**src/rtl/ann_argmax_decoder.sv**
```systemverilog
// ann_argmax_decoder: captures layer-2 scores on start and scans them for the winning class.
// Define ANN_ARGMAX_MARGIN_EN to also track the runner-up and report the best-minus-runner-up margin.
module ann_argmax_decoder #(
    parameter int NUM_CLASSES = 10,
    parameter int SCORE_W     = 64,
    parameter int IDX_W       = 4
) (
    input  logic                                clk,
    input  logic                                rstn,
    input  logic                                start,
    input  logic [NUM_CLASSES-1:0][SCORE_W-1:0] scores_in,
    output logic                                busy,
    output logic                                result_valid,
    input  logic                                result_ready,
    output logic [IDX_W-1:0]                    class_idx,
    output logic [SCORE_W-1:0]                  class_score,
    output logic [SCORE_W-1:0]                  margin
);

    localparam int CNT_W = $clog2(NUM_CLASSES + 1);
    localparam logic [CNT_W-1:0] NCLS = CNT_W'(NUM_CLASSES);

    typedef enum logic [1:0] {
        IDLE = 2'd0,
        SCAN = 2'd1,
        HOLD = 2'd2
    } state_e;

    state_e                              state_q, state_d;
    logic [NUM_CLASSES-1:0][SCORE_W-1:0] shadow_q, shadow_d;
    logic signed [SCORE_W-1:0]           best_q, best_d;
    logic [IDX_W-1:0]                    best_idx_q, best_idx_d;
    logic [CNT_W-1:0]                    cnt_q, cnt_d;
    logic [IDX_W-1:0]                    idx_q, idx_d;
    logic [SCORE_W-1:0]                  score_q, score_d;

    logic [CNT_W-1:0]                    sel;
    logic signed [SCORE_W-1:0]           cur;
    logic                                cur_wins;

    // cnt_q == NUM_CLASSES is the commit cycle; keep the index in range there
    assign sel      = (cnt_q < NCLS) ? cnt_q : '0;
    assign cur      = $signed(shadow_q[sel]);
    assign cur_wins = cur > best_q;

    always_comb begin
        state_d    = state_q;
        shadow_d   = shadow_q;
        best_d     = best_q;
        best_idx_d = best_idx_q;
        cnt_d      = cnt_q;
        idx_d      = idx_q;
        score_d    = score_q;
        unique case (state_q)
            IDLE: begin
                if (start) begin
                    shadow_d   = scores_in;
                    best_d     = $signed(scores_in[0]);
                    best_idx_d = '0;
                    cnt_d      = CNT_W'(1);
                    state_d    = SCAN;
                end
            end
            SCAN: begin
                if (cnt_q == NCLS) begin
                    idx_d   = best_idx_q;
                    score_d = best_q;
                    cnt_d   = '0;
                    state_d = HOLD;
                end else begin
                    if (cur_wins) begin
                        best_d     = cur;
                        best_idx_d = IDX_W'(cnt_q);
                    end
                    cnt_d = cnt_q + CNT_W'(1);
                end
            end
            HOLD: begin
                if (result_ready) begin
                    state_d = IDLE;
                end
            end
            default: state_d = IDLE;
        endcase
    end

    always_ff @(posedge clk or negedge rstn) begin
        if (!rstn) begin
            state_q    <= IDLE;
            shadow_q   <= '0;
            best_q     <= '0;
            best_idx_q <= '0;
            cnt_q      <= '0;
            idx_q      <= '0;
            score_q    <= '0;
        end else begin
            state_q    <= state_d;
            shadow_q   <= shadow_d;
            best_q     <= best_d;
            best_idx_q <= best_idx_d;
            cnt_q      <= cnt_d;
            idx_q      <= idx_d;
            score_q    <= score_d;
        end
    end

    assign busy         = (state_q != IDLE);
    assign result_valid = (state_q == HOLD);
    assign class_idx    = idx_q;
    assign class_score  = score_q;

`ifdef ANN_ARGMAX_MARGIN_EN
    localparam logic signed [SCORE_W-1:0] S_MIN = {1'b1, {(SCORE_W-1){1'b0}}};
    localparam logic [SCORE_W-1:0]        S_MAX = {1'b0, {(SCORE_W-1){1'b1}}};

    logic signed [SCORE_W-1:0] second_q, second_d;
    logic [SCORE_W-1:0]        margin_q, margin_d;
    logic [SCORE_W:0]          diff;
    logic [SCORE_W-1:0]        diff_sat;

    // best >= runner-up, so the widened difference is never negative
    assign diff     = {best_q[SCORE_W-1], best_q} - {second_q[SCORE_W-1], second_q};
    assign diff_sat = (diff[SCORE_W] | diff[SCORE_W-1]) ? S_MAX : diff[SCORE_W-1:0];

    always_comb begin
        second_d = second_q;
        margin_d = margin_q;
        unique case (state_q)
            IDLE: begin
                if (start) begin
                    second_d = S_MIN;
                end
            end
            SCAN: begin
                if (cnt_q == NCLS) begin
                    margin_d = diff_sat;
                end else if (cur_wins) begin
                    second_d = best_q;
                end else if (cur > second_q) begin
                    second_d = cur;
                end
            end
            default: ;
        endcase
    end

    always_ff @(posedge clk or negedge rstn) begin
        if (!rstn) begin
            second_q <= '0;
            margin_q <= '0;
        end else begin
            second_q <= second_d;
            margin_q <= margin_d;
        end
    end

    assign margin = margin_q;
`else
    assign margin = '0;
`endif

endmodule

```
**config.mk**
```make
export PLATFORM = sky130hd
export DESIGN_NAME = ann_argmax_decoder
export DESIGN_NICKNAME = d
export VERILOG_FILES = /design/src/rtl/ann_argmax_decoder.sv
export SDC_FILE = /design/constraint.sdc
export NUM_CORES = 1
export LEC_CHECK = 0
export ABC_AREA = 1
export CAP_MARGIN = 25
export CORE_MARGIN = 3
export CORE_UTILIZATION = 25
export DETAILED_ROUTE_END_ITERATION = 16
export PLACE_DENSITY = 0.55
export SLEW_MARGIN = 10
export SYNTH_ARGS = -nofsm -noshare
export SYNTH_HDL_FRONTEND = slang
export SYNTH_SLANG_ARGS = --single-unit
export TNS_END_PERCENT = 50
```
**constraint.sdc**
```tcl
create_clock -name clk -period 9.1 [get_ports clk]
set_input_delay 2.275 -clock clk [delete_from_list [all_inputs] [get_ports clk]]
set_output_delay 2.275 -clock clk [all_outputs]
set_load 0.1 [all_outputs]
```
Word-level counts from Yosys, hierarchy flattened
Cells that the tools add are included.
{ "totals": {"inputBits": 644, "register_bits": 782, "wordCells": 54} }
{ "op_classes": {"eq_ne": 8, "muxes": 18, "magnitude_cmp": 3, "reduce_logical": 8, "addsub": 1} }
{ "ops": {"columns": ["cell", "count"], "rows": [
  ["64-bit binary-select mux with 4-bit select", 1],
  ["64-bit 2-to-1 mux", 4],
  ["64-bit case mux with 2 select lines", 1],
  ["64-bit greater-than comparator", 1],
  ["4-bit 2-to-1 mux", 6],
  ["4-bit case mux with 2 select lines", 2],
  ["2-bit != test, second input constant", 4],
  ["2-bit 2-to-1 mux", 3],
  ["2-bit case mux with 3 select lines", 1],
  ["2-bit AND reduction", 3],
  ["4-bit by 5-bit < comparator with 1-bit output, second input constant", 1],
  ["4-bit by 1-bit adder with 4-bit output, second input constant", 1],
  ["4-bit equality test, second input constant", 1],
  ["4-bit < comparator, second input constant", 1],
  ["4-bit AND reduction", 1],
  ["2-bit nonzero test", 2],
  ["3-bit AND reduction", 1],
  ["2-bit by 1-bit equality test with 1-bit output, second input constant", 1],
  ["2-bit equality test, second input constant", 1],
  ["2-bit zero test", 1],
  ["2-bit by 1-bit != test with 1-bit output, second input constant", 1]
]} }

Depth between registers and ports, before layout
Gate-level depths: netlist (run 1).
{ "depth": {"ltp_word": 8, "depth_mapped": 31, "mapped_depth_nobuf": 28} }

Least setup slack after synthesis (run 1)
No wires, ideal clock.
{ "synth_path": {"kind": "register to output", "start": "reg state_q[1]", "end": "out result_valid", "arrival_time_ns": 1.703, "n_path_buf": 0, "setup_slack_ns": 5.122, "path_stages_with_launch": 3, "cell_sequence": "dfrtp_1 -> inv_1 -> nor2_1"} }
{ "synth_between": {"elab_chain_cells": 1} }
{ "synth_rtl": {"columns": ["item", "line", "source"], "rows": [
  ["from (decl)", "29", "state_e state_q, state_d;"],
  ["from (signal assigned)", "97", "state_q <= state_d;"],
  ["2-bit equality test", "108", "assign result_valid = (state_q == HOLD);"],
  ["to (decl)", "13", "output logic result_valid,"]
]} }
No other way between the ends.

Worst setup path in the final report (run 1)
{ "layout_path": {"start": "reg cnt_q[1]", "end": "reg best_q[20]"} }
{ "layout_between": {"elab_chain_cells": 7, "elab_cells_between_ends": 12, "cone_classes": "order compare: 2; eq/ne: 3; mux: 6; reduce/logical: 1"} }
{ "layout_rtl": {"columns": ["item", "line", "source"], "rows": [
  ["from (decl)", "33", "logic [CNT_W-1:0] cnt_q, cnt_d;"],
  ["from (signal assigned)", "101", "cnt_q <= cnt_d;"],
  ["4-bit < comparator", "42", "assign sel = (cnt_q < NCLS) ? cnt_q : '0;"],
  ["4-bit 2-to-1 mux", "42", null],
  ["64-bit binary-select mux with 4-bit select", "43", "assign cur = $signed(shadow_q[sel]);"],
  ["64-bit 2-to-1 mux (implied by the code)", "43", null],
  ["64-bit greater-than comparator / 64-bit 2-to-1 mux (equally long branches)", "44, 71", null],
  ["2-bit != test (no line) / 64-bit 2-to-1 mux (equally long branches)", null, null],
  ["4-bit AND reduction (no line) / 64-bit case mux with 2 select lines (equally long branches)", null, null],
  ["to (signal assigned)", "99", "best_q <= best_d;"],
  ["to (decl)", "31", "logic signed [SCORE_W-1:0] best_q, best_d;"]
]} }
Parallel ways exist; a longest one is shown, timed or not. The select of a mux whose other input is x is not followed.
A chain may end at the register's enable or synchronous reset.

==> run_results.csv, run 1 <==
group,metric,value,unit
floorplan,fp.dieArea,157100,µm²
sta,rsz0062_at_grt,"no",
route,post_drt_wl_per_cell,22.47,µm
cells_and_area,nNetsFinal,6333,
floorplan,ios,778,
sta,fin_crit,7257,ps
clock_network,cts_hold_buf,0,
cells_and_area,seq_area,19570,µm²
worst_setup_path,start_kind,"flop",
power_and_ir_drop,power_density,424.0,nW/µm²
worst_setup_path,crit_fanout,111,
cells_and_area,fillCellCount,16060,
job,maxCapViolations,0,
route,vias,35210,
route,ant_nets,0,
route,wirelength,173.9,mm
sta,setup_viol,0,
power_and_ir_drop,p_clk_frac,0.193,
floorplan,die-height,396.3,µm
sta,setup_slack,1843,ps
clock_network,clk_latency,720,ps
sta,finalCritPeriodShare,0.7974,
grt,grt_overflow,0,
cells_and_area,post_route_cells_drive_above_1_share,0.04471,
power_and_ir_drop,combPwrFrac,0.521,
clock_network,post_cts_buffers,0,
cells_and_area,multiInputGateArea,16010,µm²
sta,finalSetupTns,0,ps
sta,fmax,137.8,MHz
worst_setup_path,critPathCaptureType,"flop",
route,firstDrtPassIters,7,
synth,synth_top_area_frac,0.5138,
sta,hold_viol_final,0,
power_and_ir_drop,ir_drop,570.3,µV
placed_design,dp.cells,7541,
clock_network,htreeDepth,3,
route,drc_errors,0,
placed_design,pre_cts_slack,1756,ps
synth,synth.avg_cell_area,7.492,µm²
power_and_ir_drop,power_leakage,0.02518,µW
grt,track_usage,0.2164,
clock_network,cts_root_buf,"clkbuf_16",
synth,ys_seq_elements,782,
clock_network,cts_resized,0,
grt,grt_max_degree,212,
clock_network,cts.sinks,782,
sta,finalClockSkew,45.70,ps
grt,grt_first_pass_wirelength,248.9,mm
route,via_per_inst,4.549,
sta,tightest_slew,1124,ps
grt,globalRouteMet2Util,0.3740,
floorplan,start_util,0.2531,
grt,grt_busiest_layer,"met2",
placed_design,numPortBuffers,713,
clock_network,clk_path_buf_depth,3,
worst_setup_path,required,9680,ps
grt,met3_usage,0.05340,
power_and_ir_drop,swShare,0.4919,
grt,met1_usage,0.2571,
floorplan,placementRows,142,
power_and_ir_drop,p_int,10820,µW
power_and_ir_drop,p_sw,10480,µW
synth,netlist.top_cell.by_area,"dfrtp_1",
synth,yosysWarnings,0,
placed_design,dp_hpwl,126.6,mm
floorplan,die_w,396.3,µm
sta,slew-limit-headroom,0.2482,
synth,netlist_instances,5083,
floorplan,core,150500,µm²
clock_network,cts_buffers,97,
grt,antenna_found_initial,42,
synth,synth.distinct_cells,39,
grt,grt_pass1_vias,35300,
synth,seq_area_frac_synth,0.5138,
route,dr.first_iter.drc_count,2698,
synth,syn_area,38080,µm²
power_and_ir_drop,seqPwrFrac,0.286,
worst_setup_path,arrival,7830,ps
cells_and_area,final_cells,7740,
worst_setup_path,worstSetupPathType,"reg2reg",
outcome,run_status,"complete, no violations",
sta,slew_violations,0,
cells_and_area,synthToLayoutAreaGrowth,31.87,%
synth,yosys-top-cells-area,"dfrtp_1, nand2_1, nand3_1",
min_path,hp-class,"reg2reg",
clock_network,cts_tree,"done",
placed_design,globalplace.congestion,0.8564,
clock_network,path_clk_slew,60,ps
[logic make-up (layout without fill, tap and decap cells)]
| logic type | after synthesis | after routing | synth area share |
|---|---|---|---|
| buffers and inverters | 610 | 1167 | 0.07327 |
| adders and majority gates | 64 | 64 | 0.02103 |
| and+or+nand+nor | 3148 | 3148 | 0.3241 |
| DFF | 782 | 782 | 0.5138 |
| xor gates and xnor gates | 1 | 1 | 0.0002300 |
| AOI/OAI and AO/OA | 472 | 472 | 0.06597 |
| other | 1 | 85 | 0.00009847 |
| muxes | 5 | 5 | 0.001478 |
[area by class of cell]
class | instances | share of cell area
multi-input combinational | 3754 | 0.3189
inverter | 230 | 0.01766
timing repair buffer | 760 | 0.1556
clock buffer | 137 | 0.05596
tap | 2016 | 0.05023
sequential | 782 | 0.3897
clock inverter | 40 | 0.01086
antenna | 21 | 0.001046
[worst paths after layout]
path	slack (ps)	to	startpoint	cells past startpoint
min in group asynchronous	1670	shadow_q[307]$_DFFE_PN0P_	rstn	1
max	1840	best_q[20]$_DFFE_PN0P_	cnt_q[1]$_DFFE_PN0P_	19
max in group asynchronous	5500	cnt_q[0]$_DFFE_PN0P_	rstn	3
min	470	best_q[4]$_DFFE_PN0P_	best_q[4]$_DFFE_PN0P_	2
min reg2reg	470	best_q[4]$_DFFE_PN0P_	best_q[4]$_DFFE_PN0P_	2
max reg2reg	1840	best_q[20]$_DFFE_PN0P_	cnt_q[1]$_DFFE_PN0P_	19
[stage by stage]
| stage | instance area, µm² | utilization | hold WS, ps | total power [µW] |
|---|---|---|---|---|
| floorplan | 38320 | - | 438.0 | 13270 |
| global placement | 46510 | 0.3091 | 462.7 | 17180 |
| detailed placement | 46780 | 0.3109 | 458.0 | 17380 |
| CTS | 50140 | 0.3332 | 472.4 | 21630 |
| global route | 50190 | 0.3335 | 486.9 | 23050 |
| finish | 50220 | 0.3337 | 467.9 | 21290 |
[sequential cells by signal (all words and copies together) (netlist names)]
name / cells
state_q: 2
class_idx: 4
cnt_q: 4
shadow_q: 640
best_q: 64
class_score: 64
best_idx_q: 4
[worst max-delay path, stage by stage (launching register included)]
cell and delay (ps):
dfrtp_1 470, o21ai_2 340, nand2_8 470, inv_8 670, buf_4 670, nor2_1 130, a211oi_1 690, a31oi_1 140
ha_1 320, nand2_1 90, nor4_1 620, a21oi_1 210, nand2_1 110, nand2_1 50, nand2_1 60, nand2_1 70
nand2_4 700, nand2_4 760, nand2_1 250, nand2_1 70
[cells in the mapped netlist, drive strengths merged]
| cell | n |
|---|---|
| mux2 | 5 |
| inv | 230 |
| or2 | 1 |
| nor3b | 1 |
| o221ai | 6 |
| o31ai | 1 |
| o21ai | 237 |
| ha | 64 |
| xor2 | 1 |
| dfrtp | 782 |
| conb | 1 |
| nor2 | 59 |
| nand4 | 7 |
| a21o | 4 |
| nand3 | 363 |
| a31oi | 61 |
| nor4 | 1 |
| clkbuf | 151 |
| nand2 | 2714 |
| o22ai | 2 |
| nor3 | 2 |
| o21bai | 1 |
| a211oi | 9 |
| o21a | 1 |
| o211ai | 2 |
| a21oi | 148 |
| buf | 229 |
[cell usage in the layout, fill, tap and decap left out, types with 6 or more instances in the layout]
master / Yosys / layout
a211oi_1: 9 / 9
a21oi_1: 148 / 148
a31oi_1: 61 / 61
buf_12: 0 / 12
buf_16: 0 / 11
buf_4: 85 / 44
bufinv_16: 0 / 11
clkbuf_1: 151 / 19
clkbuf_16: 0 / 99
clkbuf_8: 0 / 19
clkdlybuf4s50_1: 0 / 692
clkinv_2: 0 / 17
conb_1: 1 / 64
dfrtp_1: 782 / 781
diode_2: 0 / 21
ha_1: 64 / 64
inv_1: 225 / 222
nand2_1: 2710 / 2707
nand2_4: 1 / 6
nand3_1: 363 / 363
nand4_1: 7 / 7
nor2_1: 56 / 55
o21ai_0: 219 / 219
o21ai_1: 17 / 17
o221ai_1: 6 / 6
[layer usage]
metal / up-vias / part of all wire
li1: 16900 / -
met5: - / 0.00062
met4: 16 / 0.041
met3: 239 / 0.070
met1: 16890 / 0.39
met2: 1172 / 0.50
[power groups by stage]
stage / registers, µW / clock network (µW) / logic [µW]
final: 6090 / 4120 / 11100
after global routing: 6280 / 4370 / 12400
after CTS: 6070 / 4230 / 11300
after detailed placement: 6110 / 0 / 11300
after global placement: 6090 / 0 / 11100
after floorplan: 6740 / 0 / 6540
(Power assumes the default switching activity.)
==> inputs of run 2 (changes only) <==
--- a/config.mk
+++ b/config.mk
@@ -10,7 +10,7 @@
 export CORE_MARGIN = 3
 export CORE_UTILIZATION = 25
 export DETAILED_ROUTE_END_ITERATION = 16
-export PLACE_DENSITY = 0.55
+export PLACE_DENSITY = 0.56
 export SLEW_MARGIN = 10
 export SYNTH_ARGS = -nofsm -noshare
 export SYNTH_HDL_FRONTEND = slang
==> constraint.sdc (replaced) <==
create_clock -name clk -period 6.6 [get_ports clk]
set_input_delay 1.65 -clock clk [delete_from_list [all_inputs] [get_ports clk]]
set_output_delay 1.65 -clock clk [all_outputs]
set_load 0.1 [all_outputs]
==> run 2 against run 1 <==
  * Critical path depth up 6
  * Sequential share of layout area down 0.40 points
  * Worst setup slack worse by 990 ps
  * Critical endpoint is now best_q[10]$_DFFE_PN0P_
  * Largest power group unchanged
==> run_results.csv, run 2 (synthesized netlist as in run 1, its figures left out) <==
group,metric,value,unit
floorplan,die_w,396.3,µm
cells_and_area,fin_area,50730,µm²
route,dr.first_iter.drc_count,3171,
clock_network,post_cts_buffers,0,
route,via_per_inst,4.571,
clock_network,cts_buffers,95,
route,ant_nets,0,
cells_and_area,largest_register_ffs,640,
cells_and_area,post_route_cells_drive_above_1_share,0.04990,
sta,rsz0062_at_grt,"no",
placed_design,numPortBuffers,713,
power_and_ir_drop,power_leakage,0.02542,µW
sta,tightest_slew,1139,ps
floorplan,ios,778,
route,drc_errors,0,
floorplan,core,150500,µm²
sta,slew-limit-headroom,0.2404,
sta,fin_crit,5749,ps
power_and_ir_drop,power_density,581.4,nW/µm²
sta,slew_violations,0,
sta,hold_viol_final,0,
route,wirelength,171.2,mm
clock_network,clk_path_buf_depth,3,
floorplan,start_util,0.2531,
min_path,hp-class,"reg2reg",
clock_network,htreeDepth,3,
cells_and_area,max_flop_register,"shadow_q",
worst_setup_path,arrival,6390,ps
cells_and_area,synthToLayoutAreaGrowth,33.22,%
route,vias,35510,
cells_and_area,final_cell_mix,"nand2_1, dfrtp_1, clkdlybuf4s50_1",
clock_network,cts_tree,"done",
cells_and_area,nNetsFinal,6362,
sta,finalSetupTns,0,ps
sta,fmax,173.9,MHz
clock_network,cts_hold_buf,0,
grt,antenna_found_initial,47,
cells_and_area,fin_util,0.3371,
grt,track_usage,0.2113,
worst_setup_path,worstSetupPathType,"reg2reg",
floorplan,placementRows,142,
grt,grt_first_pass_wirelength,244.6,mm
route,post_drt_wl_per_cell,22.04,µm
clock_network,cts.sinks,782,
clock_network,cts_resized,0,
worst_setup_path,critPathCaptureType,"flop",
floorplan,die-height,396.3,µm
worst_setup_path,start_kind,"flop",
cells_and_area,final_common_cell,"nand2_1",
worst_setup_path,slowest_delay,750,ps
placed_design,place_area,47220,µm²
route,firstDrtPassIters,6,
floorplan,fp.dieArea,157100,µm²
worst_setup_path,cp_slowest_cell,"buf_4",
outcome,run_status,"complete, no violations",
job,maxCapViolations,0,
sta,finalClockSkew,30.07,ps
worst_setup_path,required,7240,ps
clock_network,cts_root_buf,"clkbuf_16",
cells_and_area,final_cells,7767,
worst_setup_path,ff2ff_setup_slack,850,ps
power_and_ir_drop,ir_drop,771.0,µV
placed_design,dp_hpwl,124.4,mm
sta,setup_viol,0,
worst_setup_path,cpMostUsedCell,"nand2_1",
worst_setup_path,crit_fanout,84,
sta,finalCritPeriodShare,0.8711,
clock_network,path_clk_slew,60,ps
grt,grt_overflow,0,
clock_network,clk_latency,720,ps
placed_design,dp.cells,7571,
grt,grt_max_degree,197,
placed_design,globalplace.congestion,0.8884,
grt,grt_pass1_vias,34960,
[run 2: cell count changes in the layout (fill, tap and decap cells not counted), moves of 2 or more]
cell | before | now
clkinv_16 | 0 | 3
clkbuf_16 | 99 | 95
clkbuf_8 | 19 | 26
clkinvlp_4 | 4 | 6
clkdlybuf4s50_1 | 692 | 690
buf_4 | 44 | 63
diode_2 | 21 | 19
buf_12 | 12 | 18
buf_16 | 11 | 19
clkinv_2 | 17 | 10
[run 2: report_power, final]
group / switching [µW] / total, µW / internal (µW)
Sequential: 1330 / 8420 / 7090
Combinational: 10700 / 15300 / 4650
Clock: 2300 / 5730 / 3430
Total: 14300 / 29500 / 15200
[run 2: final timing paths]
path | startpoint | end | depth (start not counted)
max in group asynchronous | rstn | shadow_q[206]$_DFFE_PN0P_ | 2
max | cnt_q[1]$_DFFE_PN0P_ | best_q[10]$_DFFE_PN0P_ | 25
min reg2reg | best_q[36]$_DFFE_PN0P_ | best_q[36]$_DFFE_PN0P_ | 2
max reg2reg | cnt_q[1]$_DFFE_PN0P_ | best_q[10]$_DFFE_PN0P_ | 25
min | best_q[36]$_DFFE_PN0P_ | best_q[36]$_DFFE_PN0P_ | 2
min in group asynchronous | rstn | shadow_q[311]$_DFFE_PN0P_ | 1
[run 2: worst max-delay path, delay by kind of cell, from the launching register on]
kind / cells / cell delay (ps)
flip-flops: 1 / 480
AO/OA/AOI/OAI: 4 / 1070
adder cells (fa/ha/maj): 1 / 300
AND/OR/NAND/NOR: 16 / 1900
buffers and inverters: 4 / 1770
[run 2: layer usage]
| layer | share of wire | global-route usage |
|---|---|---|
| met5 | 0.00055 | 0 |
| met2 | 0.49 | 0.3589 |
| met1 | 0.40 | 0.2570 |
| met4 | 0.044 | 0.08614 |
| met3 | 0.071 | 0.05000 |
[run 2: cell type report]
cell class                 count  area [µm²]
antenna                       19       47.55
clock buffer                 140        2806
clock inverter                35       606.8
fill                       15910       99750
inverter                     230       885.9
multi-input combinational   3754       16010
sequential                   782       19570
tap                         2016        2522
timing repair buffer         791        8278
[run 2: through the flow]
step                      total power, µW  hold WS, ps  worst slack [ps]
after detailed placement            23930        458.2             697.5
after CTS                           29860        472.3             655.5
after global routing                31850        490.4             239.1
final                               29500        468.7             850.9
after global placement              23480        454.5             842.1
after floorplan                     18300        438.0              3247
